File: config.mk
export PLATFORM = sky130hd
export DESIGN_NAME = isa_control_sequencer_flat
export DESIGN_NICKNAME = d
export VERILOG_FILES = /design/src/rtl/isa_control_sequencer_if.sv /design/src/rtl/isa_control_sequencer.sv /design/src/flat_wrapper.sv
export SDC_FILE = /design/constraint.sdc
export NUM_CORES = 1
export LEC_CHECK = 0
export ABC_AREA = 1
export BUFFER_PORTS_ARGS = -buffer_cell sky130_fd_sc_hd__buf_2
export CAP_MARGIN = 20
export CORE_MARGIN = 5
export CORE_UTILIZATION = 25
export DETAILED_ROUTE_END_ITERATION = 7
export REMOVE_ABC_BUFFERS = 1
export SETUP_SLACK_MARGIN = 0.15
export SYNTH_ARGS = -nofsm -noshare
export SYNTH_HDL_FRONTEND = slang
export SYNTH_SLANG_ARGS = --single-unit
File: constraint.sdc
create_clock -name clk -period 1.66 [get_ports clk]
set_input_delay 0.166 -clock clk [delete_from_list [all_inputs] [get_ports clk]]
set_output_delay 0.166 -clock clk [all_outputs]
set_load 0.02 [all_outputs]
File: src/rtl/isa_control_sequencer_if.sv
// Bundle of the TMP8 sequencer's instruction, flag, memory and strobe signals.
// The sequencer connects through slave; the driving environment connects through master.
interface isa_control_sequencer_if #(
    parameter int CNT_W = 16
);
    logic [7:0]       instr_bus;
    logic             instr_valid;
    logic             zero_flag;
    logic             carry_flag;
    logic             mem_ready;
    logic             instr_ack;
    logic             ir_load;
    logic             pc_inc;
    logic             pc_load;
    logic [3:0]       alu_op;
    logic             acc_load;
    logic             mem_rd;
    logic             mem_wr;
    logic             out_load;
    logic             halted;
    logic             illegal;
    logic             mem_timeout;
    logic [CNT_W-1:0] retired_cnt;

    modport slave (
        input  instr_bus, instr_valid, zero_flag, carry_flag, mem_ready,
        output instr_ack, ir_load, pc_inc, pc_load, alu_op, acc_load,
               mem_rd, mem_wr, out_load, halted, illegal, mem_timeout, retired_cnt
    );

    modport master (
        output instr_bus, instr_valid, zero_flag, carry_flag, mem_ready,
        input  instr_ack, ir_load, pc_inc, pc_load, alu_op, acc_load,
               mem_rd, mem_wr, out_load, halted, illegal, mem_timeout, retired_cnt
    );
endinterface

File: src/rtl/isa_control_sequencer.sv
// TMP8 control FSM: FETCH/DECODE/EXEC/MEM_WAIT/HALT with one-cycle strobes and retire counter.
// Optional ILLEGAL_TRAP_EN: nonzero instr_bus[7:4] at accept traps to HALT and sets illegal.
module isa_control_sequencer #(
    parameter int CNT_W   = 16,
    parameter int MEM_TMO = 8
) (
    input  logic                  clk,
    input  logic                  reset,
    isa_control_sequencer_if.slave bus
);
    localparam int TMO_W = (MEM_TMO > 1) ? $clog2(MEM_TMO) : 1;
    localparam logic [TMO_W-1:0] TMO_LAST = TMO_W'((MEM_TMO > 0) ? MEM_TMO - 1 : 0);

    typedef enum logic [2:0] {
        ST_FETCH,
        ST_DECODE,
        ST_EXEC,
        ST_MEM_WAIT,
        ST_HALT
    } state_t;

    state_t           state_reg, state_next;
    logic [3:0]       opcode_reg, opcode_next;
    logic [TMO_W-1:0] wait_reg, wait_next;
    logic [CNT_W-1:0] retired_reg, retired_next;
    logic             timeout_reg, timeout_next;
    logic             illegal_reg, illegal_next;
    logic             trap_reg, trap_next;
    logic             bad_bus;

    logic       ack_c, pc_inc_c, pc_load_c, acc_load_c;
    logic       mem_rd_c, mem_wr_c, out_load_c, halted_c;
    logic [3:0] alu_op_c;

    // Opcodes that write the accumulator straight from the ALU in EXEC.
    logic [15:0] alu_class;
    genvar gi;
    generate
        for (gi = 0; gi < 16; gi++) begin : g_alu_class
            assign alu_class[gi] = ((gi >= 3) && (gi <= 8)) || (gi == 12);
        end
    endgenerate

`ifdef ILLEGAL_TRAP_EN
    assign bad_bus     = |bus.instr_bus[7:4];
    assign bus.illegal = illegal_reg;
`else
    logic unused_hi;
    assign unused_hi   = ^bus.instr_bus[7:4];
    assign bad_bus     = 1'b0;
    assign bus.illegal = 1'b0;
`endif

    always_comb begin
        state_next   = state_reg;
        opcode_next  = opcode_reg;
        wait_next    = '0;
        retired_next = retired_reg;
        timeout_next = timeout_reg;
        illegal_next = illegal_reg;
        trap_next    = trap_reg;
        ack_c        = 1'b0;
        pc_inc_c     = 1'b0;
        pc_load_c    = 1'b0;
        acc_load_c   = 1'b0;
        mem_rd_c     = 1'b0;
        mem_wr_c     = 1'b0;
        out_load_c   = 1'b0;
        halted_c     = 1'b0;
        alu_op_c     = 4'h0;
        unique case (state_reg)
            ST_FETCH: begin
                if (bus.instr_valid) begin
                    ack_c        = 1'b1;
                    pc_inc_c     = 1'b1;
                    opcode_next  = bus.instr_bus[3:0];
                    trap_next    = bad_bus;
                    illegal_next = illegal_reg | bad_bus;
                    state_next   = ST_DECODE;
                end
            end
            ST_DECODE: begin
                state_next = (trap_reg || opcode_reg == 4'hF) ? ST_HALT : ST_EXEC;
            end
            ST_EXEC: begin
                state_next   = ST_FETCH;
                retired_next = retired_reg + CNT_W'(1);
                if (alu_class[opcode_reg]) begin
                    acc_load_c = 1'b1;
                    alu_op_c   = opcode_reg;
                end
                case (opcode_reg)
                    4'h1, 4'h2: begin
                        mem_rd_c     = (opcode_reg == 4'h1);
                        mem_wr_c     = (opcode_reg == 4'h2);
                        retired_next = retired_reg;
                        state_next   = ST_MEM_WAIT;
                    end
                    4'h9:    pc_load_c  = 1'b1;
                    4'hA:    pc_load_c  = bus.zero_flag;
                    4'hB:    pc_load_c  = bus.carry_flag;
                    4'hD:    out_load_c = 1'b1;
                    default: ;
                endcase
            end
            ST_MEM_WAIT: begin
                // Request stays up through the cycle in which mem_ready is seen.
                mem_rd_c = (opcode_reg == 4'h1);
                mem_wr_c = (opcode_reg != 4'h1);
                if (bus.mem_ready) begin
                    acc_load_c   = (opcode_reg == 4'h1);
                    retired_next = retired_reg + CNT_W'(1);
                    state_next   = ST_FETCH;
                end else if ((MEM_TMO > 0) && (wait_reg == TMO_LAST)) begin
                    timeout_next = 1'b1;
                    state_next   = ST_HALT;
                end else begin
                    wait_next = wait_reg + TMO_W'(1);
                end
            end
            ST_HALT: halted_c = 1'b1;
            default: state_next = ST_FETCH;
        endcase
    end

    always_ff @(posedge clk) begin
        if (reset) begin
            state_reg   <= ST_FETCH;
            opcode_reg  <= 4'h0;
            wait_reg    <= '0;
            retired_reg <= '0;
            timeout_reg <= 1'b0;
            illegal_reg <= 1'b0;
            trap_reg    <= 1'b0;
        end else begin
            state_reg   <= state_next;
            opcode_reg  <= opcode_next;
            wait_reg    <= wait_next;
            retired_reg <= retired_next;
            timeout_reg <= timeout_next;
            illegal_reg <= illegal_next;
            trap_reg    <= trap_next;
        end
    end

    // Strobes are decoded from the current state, so force them low while reset is held.
    assign bus.instr_ack   = ack_c & ~reset;
    assign bus.ir_load     = ack_c & ~reset;
    assign bus.pc_inc      = pc_inc_c & ~reset;
    assign bus.pc_load     = pc_load_c & ~reset;
    assign bus.acc_load    = acc_load_c & ~reset;
    assign bus.alu_op      = reset ? 4'h0 : alu_op_c;
    assign bus.mem_rd      = mem_rd_c & ~reset;
    assign bus.mem_wr      = mem_wr_c & ~reset;
    assign bus.out_load    = out_load_c & ~reset;
    assign bus.halted      = halted_c & ~reset;
    assign bus.mem_timeout = timeout_reg;
    assign bus.retired_cnt = retired_reg;
endmodule
File: src/flat_wrapper.sv
// flat-port wrapper written by rule: the top's interface ports become plain ports
module isa_control_sequencer_flat 
#(
    parameter int CNT_W   = 16,
    parameter int MEM_TMO = 8
)
  (clk, reset, bus_instr_bus, bus_instr_valid, bus_zero_flag, bus_carry_flag, bus_mem_ready, bus_instr_ack, bus_ir_load, bus_pc_inc, bus_pc_load, bus_alu_op, bus_acc_load, bus_mem_rd, bus_mem_wr, bus_out_load, bus_halted, bus_illegal, bus_mem_timeout, bus_retired_cnt);
  isa_control_sequencer_if #(.CNT_W(CNT_W)) bus_i ();
  input  logic clk;
  input  logic reset;
  input wire logic [$bits(bus_i.instr_bus)-1:0] bus_instr_bus;
  input wire logic [$bits(bus_i.instr_valid)-1:0] bus_instr_valid;
  input wire logic [$bits(bus_i.zero_flag)-1:0] bus_zero_flag;
  input wire logic [$bits(bus_i.carry_flag)-1:0] bus_carry_flag;
  input wire logic [$bits(bus_i.mem_ready)-1:0] bus_mem_ready;
  output wire logic [$bits(bus_i.instr_ack)-1:0] bus_instr_ack;
  output wire logic [$bits(bus_i.ir_load)-1:0] bus_ir_load;
  output wire logic [$bits(bus_i.pc_inc)-1:0] bus_pc_inc;
  output wire logic [$bits(bus_i.pc_load)-1:0] bus_pc_load;
  output wire logic [$bits(bus_i.alu_op)-1:0] bus_alu_op;
  output wire logic [$bits(bus_i.acc_load)-1:0] bus_acc_load;
  output wire logic [$bits(bus_i.mem_rd)-1:0] bus_mem_rd;
  output wire logic [$bits(bus_i.mem_wr)-1:0] bus_mem_wr;
  output wire logic [$bits(bus_i.out_load)-1:0] bus_out_load;
  output wire logic [$bits(bus_i.halted)-1:0] bus_halted;
  output wire logic [$bits(bus_i.illegal)-1:0] bus_illegal;
  output wire logic [$bits(bus_i.mem_timeout)-1:0] bus_mem_timeout;
  output wire logic [$bits(bus_i.retired_cnt)-1:0] bus_retired_cnt;
  assign bus_i.instr_bus = bus_instr_bus;
  assign bus_i.instr_valid = bus_instr_valid;
  assign bus_i.zero_flag = bus_zero_flag;
  assign bus_i.carry_flag = bus_carry_flag;
  assign bus_i.mem_ready = bus_mem_ready;
  assign bus_instr_ack = bus_i.instr_ack;
  assign bus_ir_load = bus_i.ir_load;
  assign bus_pc_inc = bus_i.pc_inc;
  assign bus_pc_load = bus_i.pc_load;
  assign bus_alu_op = bus_i.alu_op;
  assign bus_acc_load = bus_i.acc_load;
  assign bus_mem_rd = bus_i.mem_rd;
  assign bus_mem_wr = bus_i.mem_wr;
  assign bus_out_load = bus_i.out_load;
  assign bus_halted = bus_i.halted;
  assign bus_illegal = bus_i.illegal;
  assign bus_mem_timeout = bus_i.mem_timeout;
  assign bus_retired_cnt = bus_i.retired_cnt;
  isa_control_sequencer #(.CNT_W(CNT_W), .MEM_TMO(MEM_TMO)) u_core (.clk(clk), .reset(reset), .bus(bus_i));
endmodule
Word-level counts from Yosys, hierarchy flattened --
Memories as Yosys holds them, arrays and structs flattened. A register that Yosys moved wholly into a read port is not among the register bits. Cells that the tools add are included.
Word-level totals: register bits 27, latch bits 0, RAM bits 0, bits in read-only memories 16, input port bits 14, logic and storage cells 74, memories 1
Operators by class: add/subtract/negate cells 2, $mul 0, div/mod/pow operators 0, magnitude comparators 1, equality and inequality tests 17, shift-type cells 0, multiplexer cells 29, bitwise operators 11, reductions and logical operators 8
Memories:
- (no name shown) | words 16, bits a word 1, rd ports 1, clocked after Yosys merged registers in 1, wr ports 0, RTL line isa_control_sequencer.sv:88 | if (alu_class[opcode_reg]) begin
Operators by type and width (count):
- 2-to-1 mux 16 bit | 2
- case mux 16 bit (2 select lines) | 1
- equality test 4 bit (second input constant) | 5
- 2-to-1 mux 4 bit | 5
- adder 16 x 1 -> 16 bit (second input constant) | 1
- case mux 3 bit (5 select lines) | 1
- 2-to-1 mux 3 bit | 4
- 2-to-1 mux 1 bit | 11
- AND reduction 3 bit | 3
- AND 1 bit | 7
- equality test 3 x 2 -> 1 bit (second input constant) | 2
- equality test 3 bit (second input constant) | 2
- != test 2 bit (second input constant) | 3
- case mux 1 bit (2 select lines) | 3
- < comparator 4 x 5 -> 1 bit (second input constant) | 1
- equality test 4 x 1 -> 1 bit (second input constant) | 1
- equality test 4 x 2 -> 1 bit (second input constant) | 1
- != test 4 x 1 -> 1 bit (second input constant) | 1
- NOT 1 bit | 4
- OR reduction 4 bit | 1
- adder 3 x 1 -> 3 bit (second input constant) | 1
- equality test 3 x 1 -> 1 bit (second input constant) | 1
- zero test 3 bit | 1
- != test 3 x 2 -> 1 bit (second input constant) | 1
- 5 further kinds | 5

Longest topological paths before layout --
Gate-level depths: netlist (run 1).
depth after elaboration 5, depth in mapped cells 11, gate-level depth less buffers 10

Worst setup path after synthesis (run 1) --
No wires, ideal clock.
kind register to register, start point register u_core.retired_reg[1], in the netlist u_core.bus.retired_cnt[1], end point register u_core.retired_reg[10], in the netlist u_core.bus.retired_cnt[10], library setup time 0.065 ns, arrival 1.494 ns, path slack 0.100 ns, cell stages (with the launch flop) 10, clock period less this slack 1.560 ns, cells stage by stage dfxtp_1 ha_1 nand2_1 nor2_1 nand2_1 nor2_1 inv_1 o21bai_1 nand2_1 nor2_1
Between the ends: longest elaborated chain between the ends 3, elaborated cells on any way between the ends 4, those cells by class add/sub (1); mux (3)
Ends and longest elaborated chain:
- start, declared | RTL line isa_control_sequencer.sv:25 | logic [CNT_W-1:0] retired_reg, retired_next;
- start signal, assigned | RTL line isa_control_sequencer.sv:139 | retired_reg <= retired_next;
- adder 16 x 1 -> 16 bit * | RTL line isa_control_sequencer.sv:87, isa_control_sequencer.sv:112
- 2-to-1 mux 16 bit (on tied branches) | RTL line isa_control_sequencer.sv:110, isa_control_sequencer.sv:92
- case mux 16 bit (2 select lines) * | RTL line isa_control_sequencer.sv:71 | unique case (state_reg)
Every way passes the cells marked *; elsewhere a longest branch is shown, timed or not. The select of a mux whose other input is x is not followed. A chain may end at the register's enable or synchronous reset.

Worst setup path after layout (run 1) --
start point register u_core.state_reg[2], end point output port bus_mem_wr
Between the ends: longest elaborated chain between the ends 3, elaborated cells on any way between the ends 4, those cells by class eq/ne (2); mux (1); bitwise (1)
Ends and longest elaborated chain:
- start, declared | RTL line isa_control_sequencer.sv:22 | state_t state_reg, state_next;
- start signal, assigned | RTL line isa_control_sequencer.sv:136 | state_reg <= state_next;
- equality test 3 x 2 -> 1 bit | RTL line isa_control_sequencer.sv:71
- case mux 1 bit (2 select lines) * | RTL line isa_control_sequencer.sv:71
- AND 1 bit * | RTL line isa_control_sequencer.sv:154 | assign bus.mem_wr = mem_wr_c & ~reset;
- end, declared | RTL line flat_wrapper.sv:23 | output wire logic [$bits(bus_i.mem_wr)-1:0] bus_mem_wr;
Every way passes the cells marked *; elsewhere a longest branch is shown, timed or not.

==> key figures, run 1 <==
Synth
  • Proportion of synthesized flip-flops having asynchronous set or reset: 0%
  • Cell with the most instances after synthesis: nand2_1
  • Number of library cell types mapped by synthesis: 28
  • Share of synthesized area occupied by flip-flops and latches: 33.5%
  • Cell Area, Synth: between 1500 and 2000 sq um
  • Post-Syn Area per Cell: 6.44 sq um
  • Yosys warning total: 0
  • Library cell occupying the most area in the post-synthesis netlist: dfxtp_1
  • Gate count after technology mapping: 260
  • Total of flip-flops plus latches after synthesis: 28
  • Number of synthesized flops with an enable pin: 0
  • Leading post-synthesis cells by instance count: nand2_1 (71), nor2_1 (36), inv_1 (31), dfxtp_1 (28), a21oi_1 (19)
  • Synth top area share: 33.5%
  • Most used flip-flop cell after synthesis: dfxtp_1
  • Cell types occupying the most area after synthesis: dfxtp_1 (33%), nand2_1 (16%), nor2_1 (8.1%)

GRT
  • Total overflow reported by the global router: 0
  • Number of global-route vias before repair: 1662
  • Number of antenna violations at the first check in global routing: 0
  • Global-route wire length before repair: 7.33 mm
  • Largest net degree at the start of global routing: 20
  • GRT Resource Usage Total: 10.4%

Finish
  • Final standard cell count with taps included and fillers excluded: 382
  • Number of flip-flops in the largest register: 16
  • Ratio of cells with drive above 1 in the final layout: between 30% and 40%
  • Relative area change from synthesis to final layout: 30.0%
  • Number of nets in the finished design: 323
  • Count of inserted antenna diode cells: 0
  • Finished Cell Area: 2180 sq um

Die
  • Die Ht: 91.8 um
  • Starting density of the core: 26.1%
  • Standard cell core area: 6420 sq um
  • I/O pin count: 45
  • Row count: 29
  • Die area: 8430 sq um
  • Die extent in x: 91.8 um

Route
  • Post-DR wirelength/cell: 11.6 um
  • Number of optimization iterations in the first detailed-route pass: 4
  • Iteration-0 DRC Markers: 76
  • Number of vias after detailed routing: 1755
  • Final ANT Viol Nets: 0
  • Detailed-route wire length: 4.45 mm
  • Post-route DRC: 0
  • Post-detailed-route via-to-cell ratio: ~4.6

Min path
  • Min-delay worst type: in2reg

CTS
  • Clock slew at the register clock pins of the worst setup and hold paths: 0.09 ns
  • CTS H-tree depth: 1
  • TritonCTS buffer count: 3
  • CTS tree: built
  • CTS Root Buffer Type: clkbuf_8
  • Later-pin clock latency in the skew report: 0.28 ns
  • TritonCTS Sinks: 28
  • Post-cts hold buffer count: 0
  • CTS Buffer Depth: 2

Worst setup path
  • Setup crit end kind: output pin
  • Total buffers and inverters traversed by the critical path: 3
  • Top Family by Delay on Critical Path: buffers and inverters
  • Critical path peak fanout: 3
  • Cells along the critical path: inv_2 -> nand2_4 -> nor2_4 -> buf_4 -> nand3_1 -> a21oi_2 -> buf_6
  • Critical path arrival: 1.41 ns
  • Critical path's largest stage delay: approximately 0.33 ns
  • Startpoint types: register
  • Required time of the critical path: roughly 1.5 ns
  • Critical path start-end classification: reg2out
  • CP max stage cell: dfxtp_2

Placement
  • DP Worst Slack: 0.151 ns
  • Final estimated routing congestion in global placement: 0.846
  • Standard cell area after detailed placement: 1930 sq um
  • Number of placed cells counting well taps: 372
  • Hpwl dp: approximately 3.2 mm
  • Count of buffers from port buffering: 39

Power and ir drop
  • Pleak: 0.913 nW
  • Power density normalized to cell area: 723 nW/um^2
  • Portion of total power attributed to the clock network: between 20% and 30%
  • Switching power as a share of total power: 32.5%
  • Maximum resistive drop on vdd: 0.297 mV
  • Internal power summed over all cells: 1.06 mW
  • Portion of total power attributed to combinational logic: approximately a quarter
  • Share of total power in sequential cells: about half
  • Switching power: 512 uW

STA
  • Post-route setup slack: 0.0834 ns
  • RSZ-0062 raised after global routing: yes
  • Highest clock rate: between 600 and 700 MHz
  • Number of max-slew violations in the final report: 0
  • Post-Route Setup TNS: 0 ns
  • Fraction of the cycle the final worst path needs: 95.0%
  • Worst hold-check slack: 0.189 ns
  • Worst clock skew on the final layout: 0.0105 ns
  • Hold Vio Cnt, Final: 0
  • Count of endpoints failing setup in the final report: 0
  • Min Clock Period, post-route: 1.58 ns

Run
  • Max capacitance violation total: 0

Outcome
  • Result of the run: complete, no violations
[metal layers]
metal | track usage, % | vias to the layer above | routed length, um
met4 | 2.48 | 0 | 36
met1 | 12.7 | 808 | 2060
li1 | - | 908 | -
met2 | 18.3 | 35 | 2150
met3 | 2.70 | 4 | 193
met5 | 0 | - | 0
[worst reg2reg max path, delay by kind of cell, from the launching register on]
kind | cells | cell delay (ns)
AND/OR/NAND/NOR | 7 | 0.69
flip-flops | 1 | 0.33
buffers and inverters | 3 | 0.39
[logic make-up (layout without fill, tap and decap cells)]
family / after synthesis / after routing / share of synthesized area (%)
flip-flops: 28 / 28 / 33.5
AND/OR/NAND/NOR: 148 / 148 / 38.9
AO/OA/AOI/OAI: 32 / 32 / 10.6
XOR/XNOR: 5 / 5 / 2.62
adder cells (fa/ha/maj): 3 / 3 / 2.24
buffers and inverters: 43 / 88 / 12.0
other: 1 / 1 / 0.224
[power groups by stage]
stage | Combinational (mW) | Sequential (mW) | Clock, mW
6_report | 0.379 | 0.762 | 0.433
2_1_floorplan | 0.205 | 0.766 | 0
3_3_place_gp | 0.305 | 0.763 | 0
5_1_grt | 0.417 | 0.768 | 0.485
3_5_place_dp | 0.307 | 0.765 | 0
4_1_cts | 0.342 | 0.756 | 0.457
[final cells by class]
| class | count | area (sq um) |
|---|---|---|
| sequential | 28 | 574 |
| timing repair inverter | 1 | 7.51 |
| timing repair buffer | 49 | 305 |
| fill | 695 | 4250 |
| multi-input combinational | 189 | 1010 |
| inverter | 34 | 131 |
| clock buffer | 4 | 55.1 |
| tap | 77 | 96.3 |
[what timing repair did]
action                     in CTS  in global routing
gates resized for setup        22                 29
setup buffers                   5                  0
pin swaps                       4                  6
cloned                          0                  1
setup endpoints to repair      13                 29
[worst paths after layout]
path / startpoint / to / slack (ns) / depth (start not counted)
hold / removal: bus_instr_bus[2] / u_core.opcode_reg[2] / 0.19 / 4
setup reg to reg: u_core.state_reg[2] / u_core.bus.retired_cnt[5] / 0.22 / 10
hold reg to reg: u_core.wait_reg[0] / u_core.wait_reg[0] / 0.44 / 1
setup / recovery: u_core.state_reg[2] / bus_mem_wr / 0.08 / 7
[stage by stage]
stage | power [mW] | util, %
floorplan | 0.971 | -
global route | 1.67 | 33.9
detailed placement | 1.07 | 30.1
finish | 1.57 | 33.9
global placement | 1.07 | 30.1
CTS | 1.55 | 32.4
[cell usage in the layout (no fill, tap or decap)]
| master | netlist | final |
|---|---|---|
| nor3_2 | 1 | 5 |
| nand3_1 | 15 | 14 |
| buf_2 | 0 | 31 |
| xnor2_1 | 1 | 1 |
| buf_6 | 1 | 2 |
| buf_8 | 0 | 1 |
| nor2_2 | 2 | 8 |
| o21ai_0 | 6 | 5 |
| clkinvlp_4 | 0 | 2 |
| a21oi_2 | 1 | 4 |
| dfxtp_1 | 28 | 19 |
| a31oi_1 | 1 | 1 |
| nor2_1 | 36 | 28 |
| conb_1 | 1 | 1 |
| inv_2 | 3 | 5 |
| o21ai_2 | 0 | 1 |
| nand3_4 | 0 | 1 |
| inv_1 | 31 | 28 |
| ha_2 | 0 | 1 |
| o21bai_1 | 4 | 4 |
| nand2_2 | 4 | 3 |
| nor2_4 | 2 | 4 |
| xor2_1 | 4 | 4 |
| a21boi_0 | 1 | 1 |
| nand2_1 | 71 | 70 |
| a21oi_1 | 19 | 16 |
| nor3_1 | 5 | 1 |
| dfxtp_4 | 0 | 1 |
| nand3_2 | 1 | 1 |
| dfxtp_2 | 0 | 8 |
| clkbuf_8 | 0 | 4 |
| or2_2 | 2 | 2 |
| nand4_1 | 9 | 9 |
| buf_4 | 4 | 15 |
| nand2_4 | 0 | 2 |
| ha_1 | 3 | 2 |
Power figures use the tool's default switching activity.
==> run 2: changes to the inputs <==
BUFFER_PORTS_ARGS = default   (was -buffer_cell sky130_fd_sc_hd__buf_2)
DONT_BUFFER_PORTS = 1   (was default)
GPL_TIMING_DRIVEN = 0   (was default)
==> key figures, run 2 (same netlist as run 1, synthesis figures left out) <==
Worst setup path
  • Reg2reg setup slack: 0.16 ns (was 0.22 ns)
  • Reg2Reg Capture Point: u_core.bus.retired_cnt[5] (unchanged)
  • Critical path start-end classification: reg2out (unchanged)
  • Critical path peak fanout: 5 (was 3)
  • Startpoint types: register (unchanged)
  • Critical path arrival: 1.38 ns (was 1.41 ns)
  • Setup crit end kind: output pin (unchanged)
  • Reg2Reg Depth: 12 (was 10)
  • Startpoint of the lowest-slack register-to-register path: u_core.state_reg[2] (unchanged)
  • Required time of the critical path: 1.49 ns (about the same)

GRT
  • Total overflow reported by the global router: 0 (unchanged)
  • Number of global-route vias before repair: 1478 (was 1662)
  • Largest net degree at the start of global routing: 19 (was 20)
  • GRT Resource Usage Total: 10.4% (about the same)
  • Global-route wire length before repair: 7.04 mm (was 7.33 mm)
  • Number of antenna violations at the first check in global routing: 0 (unchanged)

Die
  • I/O pin count: 45 (unchanged)
  • Die Ht: 91.8 um (unchanged)
  • Die area: 8430 sq um (unchanged)
  • Starting density of the core: 26.1% (unchanged)
  • Standard cell core area: 6420 sq um (unchanged)
  • Row count: 29 (unchanged)
  • Die extent in x: 91.8 um (unchanged)

STA
  • Min Clock Period, post-route: 1.55 ns (was 1.58 ns)
  • RSZ-0062 raised after global routing: yes (unchanged)
  • Fraction of the cycle the final worst path needs: 93.4% (was 95.0%)
  • Worst hold-check slack: 0.0537 ns (was 0.189 ns)
  • Worst clock skew on the final layout: 0.00922 ns (was 0.0105 ns)
  • Hold Vio Cnt, Final: 0 (unchanged)
  • Count of endpoints failing setup in the final report: 0 (unchanged)
  • Number of max-slew violations in the final report: 0 (unchanged)
  • Actual transition at the worst max-transition pin: around 0.74 ns
  • Relative slew slack: 50.7%
  • Highest clock rate: 645 MHz (was 634 MHz)

Placement
  • Hpwl dp: 2.91 mm (was 3.21 mm)
  • Final estimated routing congestion in global placement: 0.783 (was 0.846)
  • Count of buffers from port buffering: 0 (was 39)
  • Number of placed cells counting well taps: 328 (was 372)

CTS
  • CTS Buffer Depth: 2 (unchanged)
  • CTS Root Buffer Type: clkbuf_8 (unchanged)
  • TritonCTS buffer count: 3 (unchanged)
  • CTS tree: built (unchanged)
  • TritonCTS Sinks: 28 (unchanged)
  • CTS H-tree depth: 1 (unchanged)
  • Clock slew at the register clock pins of the worst setup and hold paths: 0.09 ns (about the same)
  • Later-pin clock latency in the skew report: 0.28 ns (about the same)

Finish
  • Relative area change from synthesis to final layout: 33.0% (was 30.0%)
  • Count of inserted antenna diode cells: 0 (unchanged)
  • Final standard cell count with taps included and fillers excluded: 351 (was 382)
  • Leading cell types in the layout, fill and taps excluded: nand2_1 (67), inv_1 (28), nor2_1 (22), a21oi_1 (15), nand3_1 (14) (was nand2_1 (70), buf_2 (31), inv_1 (28), nor2_1 (28), dfxtp_1 (19))
  • Ratio of cells with drive above 1 in the final layout: 31.4% (was 33.1%)
  • Number of nets in the finished design: 292 (was 323)
  • Leading cell type in the layout, fill and taps excluded: nand2_1 (unchanged)
  • Number of flip-flops in the largest register: 16 (unchanged)
  • Layout Utilization: 34.7% (was 33.9%)

Min path
  • Min-delay worst type: in2reg (unchanged)
  • Startpoint of the worst hold path: reset (was bus_instr_bus[2])
  • Worst hold path endpoint: u_core.opcode_reg[2] (unchanged)
  • Worst hold stages: 3 (was 4)

Outcome
  • Result of the run: complete, no violations (unchanged)

Route
  • Iteration-0 DRC Markers: 74 (was 76)
  • Number of optimization iterations in the first detailed-route pass: 4 (unchanged)
  • Post-route DRC: 0 (unchanged)
  • Post-DR wirelength/cell: 12.8 um (was 11.6 um)
  • Detailed-route wire length: 4.51 mm (was 4.45 mm)
  • Number of vias after detailed routing: 1621 (was 1755)
  • Post-detailed-route via-to-cell ratio: 4.62 (was 4.59)
  • Final ANT Viol Nets: 0 (unchanged)

Power and ir drop
  • Pleak: 0.808 nW (was 0.913 nW)
  • Maximum resistive drop on vdd: 0.358 mV (was 0.297 mV)
  • Power density normalized to cell area: 750 nW/um^2 (was 723 nW/um^2)

Run
  • Max capacitance violation total: 0 (unchanged)
-- run 2: changes by cell type in the layout (fill, tap and decap cells not counted), sizes merged --
cell         previous run  this run
clkinvlp                2         1
buf                    49        17
nand2                  75        76
dlygate4sd3             0         1
-- run 2: repair_timing --
| action | CTS | global route |
|---|---|---|
| pin swaps | 9 | 12 |
| gates cloned | 1 | 0 |
| endpoints found under the setup margin | 27 | 31 |
| buffers inserted | 7 | 10 |
| hold endpoints to repair | 18 | 0 |
| hold buffers | 1 | 0 |
| resized for setup | 43 | 44 |
-- run 2: critical path, cell delays in order, from the launching register on --
cell and delay (ns):
dfxtp_2 0.33, inv_2 0.08, nand2_4 0.06, nor2_4 0.11, inv_2 0.06, nor2_4 0.10, inv_4 0.08, nor3_4 0.28
-- run 2: area by class of cell --
cell class | instances | area (sq um)
multi-input combinational | 190 | 1180
timing repair buffer | 18 | 165
clock buffer | 4 | 55.1
tap | 77 | 96.3
inverter | 34 | 134
sequential | 28 | 596
fill | 677 | 4200
-- run 2: worst max-delay path by stage --
stage / from / end / slack [ns]
CTS: u_core.state_reg[2] / bus_alu_op[2] / 0.0009
finish: u_core.state_reg[2] / bus_alu_op[0] / 0.11
global placement: u_core.opcode_reg[3] / u_core.bus.retired_cnt[7] / -0.14
detailed placement: u_core.bus.retired_cnt[1] / u_core.bus.retired_cnt[10] / -0.14
floorplan: u_core.state_reg[0] / bus_instr_ack / 0.07
global route: u_core.state_reg[2] / bus_alu_op[0] / 0.02
-- run 2: per-stage QoR --
| step | power (mW) | setup slack [ns] | cell area, sq um | TNS, ns |
|---|---|---|---|---|
| 2_1_floorplan | 0.971 | 0.0680 | 1600 | 0 |
| 3_3_place_gp | 1.02 | -0.141 | 1700 | -1.21 |
| 3_5_place_dp | 1.02 | -0.143 | 1700 | -1.37 |
| 4_1_cts | 1.57 | 0.000897 | 1990 | 0 |
| 5_1_grt | 1.77 | 0.0248 | 2230 | 0 |
| 6_report | 1.67 | 0.110 | 2230 | 0 |
-- run 2: per-layer routing --
layer / up-vias / wire length, um / global-route usage [%]
met4: 0 / 55 / 1.73
met5: - / 0 / 0
met3: 6 / 287 / 4.09
met1: 734 / 1980 / 12.1
met2: 39 / 2190 / 18.1
li1: 842 / - / -
-- run 2: power breakdown --
| part | total [mW] | internal [mW] | switching (mW) |
|---|---|---|---|
| combinational | 0.462 | 0.179 | 0.283 |
| clock | 0.431 | 0.213 | 0.218 |
| sequential | 0.777 | 0.715 | 0.0622 |
